## src/rtl/hud_pkg.sv

```systemverilog
// Shared HUD image geometry, pixel class width and writer state encoding.
package hud_pkg;

  localparam int HUD_WIDTH  = 512;
  localparam int HUD_HEIGHT = 240;
  localparam int HUD_ADDR_W = 17;
  localparam int HUD_PIX_W  = 2;

  typedef enum logic [1:0] {
    ST_IDLE,
    ST_ARMED,
    ST_CAPTURE,
    ST_DONE
  } hud_state_t;

endpackage

```

## src/rtl/hud_raster_counter.sv

```systemverilog
// Row-major col/row/linear-address counter; clr and inc together yield the position after (0,0).
// Outputs are registered; o_last flags the pixel at (WIDTH-1, HEIGHT-1).
module hud_raster_counter
  import hud_pkg::*;
#(
  parameter int WIDTH  = HUD_WIDTH,
  parameter int HEIGHT = HUD_HEIGHT,
  parameter int ADDR_W = HUD_ADDR_W
) (
  input  logic              i_clk,
  input  logic              i_rst_n,
  input  logic              i_clr,
  input  logic              i_inc,
  output logic [ADDR_W-1:0] o_addr,
  output logic              o_last
);

  localparam logic [ADDR_W-1:0] COL_MAX = ADDR_W'(WIDTH - 1);
  localparam logic [ADDR_W-1:0] ROW_MAX = ADDR_W'(HEIGHT - 1);

  logic [ADDR_W-1:0] r_col, r_row, r_addr;
  logic [ADDR_W-1:0] w_col_base, w_row_base, w_addr_base;
  logic [ADDR_W-1:0] w_col_nxt, w_row_nxt, w_addr_nxt;

  always_comb begin
    w_col_base  = i_clr ? '0 : r_col;
    w_row_base  = i_clr ? '0 : r_row;
    w_addr_base = i_clr ? '0 : r_addr;
    w_col_nxt   = w_col_base;
    w_row_nxt   = w_row_base;
    w_addr_nxt  = w_addr_base;
    if (i_inc) begin
      // Linear address only ever steps by one; it tracks col + row*WIDTH without a multiplier.
      w_addr_nxt = w_addr_base + ADDR_W'(1);
      if (w_col_base == COL_MAX) begin
        w_col_nxt = '0;
        w_row_nxt = w_row_base + ADDR_W'(1);
      end else begin
        w_col_nxt = w_col_base + ADDR_W'(1);
      end
    end
  end

  always_ff @(posedge i_clk or negedge i_rst_n) begin
    if (!i_rst_n) begin
      r_col  <= '0;
      r_row  <= '0;
      r_addr <= '0;
    end else begin
      r_col  <= w_col_nxt;
      r_row  <= w_row_nxt;
      r_addr <= w_addr_nxt;
    end
  end

  assign o_addr = r_addr;
  assign o_last = (r_col == COL_MAX) && (r_row == ROW_MAX);

endmodule

```

## src/rtl/hud_img_writer.sv

```systemverilog
// Captures a 2-bpp pixel stream into the HUD image RAM write port in row-major order.
// Write is registered one cycle after acceptance; pix_ready is high only in ARMED/CAPTURE.
module hud_img_writer
  import hud_pkg::*;
#(
  parameter int WIDTH      = HUD_WIDTH,
  parameter int HEIGHT     = HUD_HEIGHT,
  parameter int ADDR_W     = HUD_ADDR_W,
  parameter bit CONTINUOUS = 1'b0
) (
  input  logic                 i_pixel_clk,
  input  logic                 i_reset_n,
  input  logic                 i_arm,
  input  logic                 i_pix_valid,
  input  logic                 i_pix_sof,
  input  logic [HUD_PIX_W-1:0] i_pix_data,
  output logic                 o_pix_ready,
  output logic                 o_we,
  output logic [ADDR_W-1:0]    o_waddr,
  output logic [HUD_PIX_W-1:0] o_wdata,
  output logic                 o_busy,
  output logic                 o_frame_done,
  output logic                 o_short_frame,
  output logic                 o_overflow
);

  localparam bit ONE_PIXEL = (WIDTH == 1) && (HEIGHT == 1);

  hud_state_t r_state, w_state_nxt;

  logic                 w_write, w_clr, w_inc, w_short, w_ovf, w_arm_ok;
  logic                 w_cnt_last;
  logic [ADDR_W-1:0]    w_cnt_addr;
  logic                 r_we, r_short, r_ovf;
  logic [ADDR_W-1:0]    r_waddr;
  logic [HUD_PIX_W-1:0] r_wdata;

  hud_raster_counter #(
    .WIDTH (WIDTH),
    .HEIGHT(HEIGHT),
    .ADDR_W(ADDR_W)
  ) u_cnt (
    .i_clk  (i_pixel_clk),
    .i_rst_n(i_reset_n),
    .i_clr  (w_clr),
    .i_inc  (w_inc),
    .o_addr (w_cnt_addr),
    .o_last (w_cnt_last)
  );

  always_ff @(posedge i_pixel_clk or negedge i_reset_n) begin
    if (!i_reset_n) r_state <= ST_IDLE;
    else            r_state <= w_state_nxt;
  end

  always_comb begin
    w_state_nxt = r_state;
    w_write     = 1'b0;
    w_clr       = 1'b0;
    w_inc       = 1'b0;
    w_short     = 1'b0;
    w_ovf       = 1'b0;
    w_arm_ok    = 1'b0;
    unique case (r_state)
      ST_IDLE: begin
        w_ovf = i_pix_valid;
        if (i_arm) begin
          w_arm_ok    = 1'b1;
          w_state_nxt = ST_ARMED;
        end
      end
      ST_ARMED: begin
        if (i_pix_valid && i_pix_sof) begin
          w_write     = 1'b1;
          w_clr       = 1'b1;
          w_inc       = 1'b1;
          w_state_nxt = ONE_PIXEL ? ST_DONE : ST_CAPTURE;
        end
      end
      ST_CAPTURE: begin
        if (i_pix_valid) begin
          w_write = 1'b1;
          w_inc   = 1'b1;
          // A fresh sof mid-frame restarts the raster at (0,0).
          if (i_pix_sof) begin
            w_clr   = 1'b1;
            w_short = 1'b1;
            if (ONE_PIXEL) w_state_nxt = ST_DONE;
          end else if (w_cnt_last) begin
            w_state_nxt = ST_DONE;
          end
        end
      end
      ST_DONE: begin
        w_ovf    = i_pix_valid;
        w_arm_ok = i_arm;
        w_state_nxt = (CONTINUOUS || i_arm) ? ST_ARMED : ST_IDLE;
      end
      default: w_state_nxt = ST_IDLE;
    endcase
  end

  always_ff @(posedge i_pixel_clk or negedge i_reset_n) begin
    if (!i_reset_n) begin
      r_we    <= 1'b0;
      r_waddr <= '0;
      r_wdata <= '0;
      r_short <= 1'b0;
      r_ovf   <= 1'b0;
    end else begin
      r_we <= w_write;
      if (w_write) begin
        r_waddr <= w_clr ? '0 : w_cnt_addr;
        r_wdata <= i_pix_data;
      end
      r_short <= w_short | (r_short & ~w_arm_ok);
      r_ovf   <= w_ovf | (r_ovf & ~w_arm_ok);
    end
  end

  assign o_pix_ready   = (r_state == ST_ARMED) || (r_state == ST_CAPTURE);
  assign o_busy        = o_pix_ready;
  assign o_frame_done  = (r_state == ST_DONE);
  assign o_we          = r_we;
  assign o_waddr       = r_waddr;
  assign o_wdata       = r_wdata;
  assign o_short_frame = r_short;
  assign o_overflow    = r_ovf;

endmodule

```

## config.mk

```make
export PLATFORM = sky130hd
export DESIGN_NAME = hud_img_writer
export DESIGN_NICKNAME = d
export VERILOG_FILES = /design/src/rtl/hud_pkg.sv /design/src/rtl/hud_raster_counter.sv /design/src/rtl/hud_img_writer.sv
export SDC_FILE = /design/constraint.sdc
export NUM_CORES = 1
export LEC_CHECK = 0
export CAP_MARGIN = 25
export CORE_MARGIN = 5
export CORE_UTILIZATION = 51
export CTS_BUF_LIST = sky130_fd_sc_hd__clkbuf_8
export DETAILED_ROUTE_END_ITERATION = 12
export DONT_BUFFER_PORTS = 1
export GPL_ROUTABILITY_DRIVEN = 1
export PLACE_DENSITY = 0.68
export SYNTH_ARGS = -nofsm -noshare
export SYNTH_HDL_FRONTEND = slang
export SYNTH_SLANG_ARGS = --single-unit
```

## constraint.sdc

```tcl
create_clock -name i_pixel_clk -period 6.31 [get_ports i_pixel_clk]
set_input_delay 0.9465 -clock i_pixel_clk [delete_from_list [all_inputs] [get_ports i_pixel_clk]]
set_output_delay 0.9465 -clock i_pixel_clk [all_outputs]
set_load 0.05 [all_outputs]
```

==> flow_summary.json <==
{
  "min_path_type": "in -> async",
  "crit_path_max_incr_delay_ns": 0.74,
  "worstSkewPairLatency_ns": 0.34,
  "synth_ff_type": "dfrtp_1",
  "wirelength_mm": 7.47,
  "synth_edf_count": 0,
  "relSlewSlack_pct": 29.7,
  "grt_max_degree": 76,
  "yosysUniqueCellTypes": 38,
  "cts_buffers": 9,
  "maxCapViolations": 0,
  "p_per_area_nw_per_um2": 328,
  "layout_commonest_cell": "dfrtp_1",
  "leakage_nw": 1.75,
  "gp_congestion": 0.807,
  "drt-initial-drc-count": 205,
  "clkSinkCount": 75,
  "r2r_end": "u_cnt.r_row[1]",
  "fmax_mhz": 257,
  "firstDrtPassIters": 4,
  "ys_async_sr_fraction_pct": 100,
  "ys_ff_latch": 75,
  "antenna_found_initial": 0,
  "antenna_left": 0,
  "peakVddDrop_uv": 186,
  "cts_setup_buffers": 0,
  "path_class": "reg -> reg",
  "cp_max_fo": 23,
  "final_cell_count_no_fill": 483,
  "ctsResizeCount": 0,
  "power_mw": 1.31,
  "overflow": 0,
  "yosys_warnings": 0,
  "reg2reg_slack_ns": 2.43,
  "grt_pass1_wl_mm": 12.8,
  "min_period_ns": 3.88,
  "drcViolationCount": 0,
  "required_ns": 6.54,
  "track_usage_pct": 18.3,
  "num_vias": 2769,
  "path_cells": "inv_1 -> ha_1 -> o2111ai_1 -> buf_4 -> and2_1 -> ha_1 -> nand4_1 -> or4_4 -> nor2_1 -> mux2_2",
  "hold_buffers": 0,
  "synthToLayoutAreaGrowth_pct": 7.67,
  "cts_tree": "built",
  "crit_slowest_cell": "ha_1",
  "fp-row-count": 31,
  "grt_setup_unrepaired": "false",
  "fillers": 625,
  "fin_skew_ns": 0.00746,
  "tns_ns": 0,
  "path_buf_inv": 2,
  "finalCritPeriodShare_pct": 61.6,
  "cp.arrival_ns": 4.11,
  "cpLargestDelayFamily": "simple AND/OR/NAND/NOR gates",
  "cp_common_cell": "ha_1",
  "initial_core_util_pct": 51.6,
  "portBuffers": 0,
  "setup_viol": 0,
  "clkTransAtPathRegs_ns": 0.08,
  "root_buffer": "clkbuf_8",
  "dpl.cell_count": 467,
  "final_max_slew_viol_count": 0,
  "cts_max_path_buffers": 2,
  "avgSynthCellArea_um2": 9.71,
  "final_cell_mix": "dfrtp_1 (75), nand2_1 (56), nor2_1 (30)",
  "final_util_pct": 55.5,
  "worst_slew_pin_slew_ns": 1.06,
  "hold_viol": 0,
  "cp-start-kind": "flop",
  "vias_per_cell": 5.73,
  "synthesis.area_um2": 3700,
  "cts.htree.levels": 3,
  "yosysSeqAreaShare_pct": 50.7,
  "r2r_cells": 10,
  "syn-num-nets": 396,
  "dieArea_um2": 9060,
  "core_um2": 7180,
  "status": "finished, final reports clean",
  "syn_inst": 381,
  "die-height_um": 95.2,
  "wl_per_cell_um": 15.5,
  "io_pins": 32,
  "design.final.nets": 394,
  "endpoint_kind": "flop",
  "die_width_um": 95.2,
  "dp_hpwl_mm": 5.00,
  "antennaDiodeCount": 0,
  "layout-drive-gt1-share_pct": 7.81,
  "grt_pass1_vias": 2704,
  "r2r-start": "r_state[0]"
}
## cell type report
type                    count  area [um2]  area share, %
multi-input cells         277        1700           42.8
inverters                  14        52.6           1.32
flip-flops and latches     75        1880           47.1
clock buffers               9         124           3.11
clock inverters             7        68.8           1.73
well taps                  99         124           3.11
repair buffers              2        35.0          0.879
## metrics by stage
| stage | worst slack [ns] | hold WS (ns) | area [um2] |
|---|---|---|---|
| 2_1_floorplan | 3.04 | 0.446 | 3700 |
| 3_3_place_gp | 2.62 | 0.477 | 3760 |
| 3_5_place_dp | 2.46 | 0.487 | 3790 |
| 4_1_cts | 2.44 | 0.265 | 3990 |
| 5_1_grt | 2.21 | 0.259 | 3990 |
| 6_report | 2.43 | 0.287 | 3990 |
## registers in the layout (all words and copies together) (netlist names)
signal         cells
o_short_frame      1
o_waddr           17
o_we               1
o_wdata            2
u_cnt.o_addr      17
r_state            2
u_cnt.r_col       17
u_cnt.r_row       17
o_overflow         1
## cells in the mapped netlist (all sizes together), types with 4 or more instances
library cell	n	area, um2
nand4	18	113
a21oi	16	80.1
o21ai	26	130
or4	5	45.0
nand3	15	75.1
a22o	11	96.3
nor4	7	80.1
inv	14	52.6
and2	4	25.0
nor3	12	80.1
nor2	30	113
clkbuf	12	45.0
ha	8	100
nand2	56	210
and3	7	43.8
xor2	14	123
dfrtp	75	1880
and4	4	35.0
xnor2	17	149
or3	14	87.6
## power by group
part           total (mW)  internal [mW]  leakage (nW)  switching [mW]
logic               0.307         0.0898         0.622           0.217
registers           0.635          0.525          1.03           0.110
clock network       0.365          0.182         0.101           0.183
## kinds of logic (layout without fill, tap and decap cells)
group	after synthesis	count (layout)	synth area share [%]
buf+inv	29	32	3.25
xor+xnor	31	31	7.34
mux	3	3	0.879
simple gates	177	177	25.6
fa+ha+maj	8	8	2.70
flops	75	75	50.7
compound gates	58	58	9.53
## layer usage
metal / share of wire, % / vias to the layer above / wire length, um / GRT usage (%)
met5: 0 / - / 0 / 0
met4: 1.8 / 0 / 132 / 9.62
met3: 3.7 / 14 / 274 / 3.63
met2: 47 / 55 / 3520 / 28.6
met1: 47 / 1360 / 3550 / 24.1
li1: - / 1340 / - / -
## worst max path at each step
stage                                 to  startpoint  depth (start not counted)
after global routing      u_cnt.r_row[1]  r_state[0]                         10
final                     u_cnt.r_row[1]  r_state[0]                         10
after CTS                 u_cnt.r_row[1]  r_state[0]                         10
after global placement    u_cnt.r_row[1]  r_state[0]                         10
after floorplan           u_cnt.r_row[1]  r_state[0]                         10
after detailed placement  u_cnt.r_row[1]  r_state[0]                         10
No activity file was read; power rests on OpenSTA's default activity.
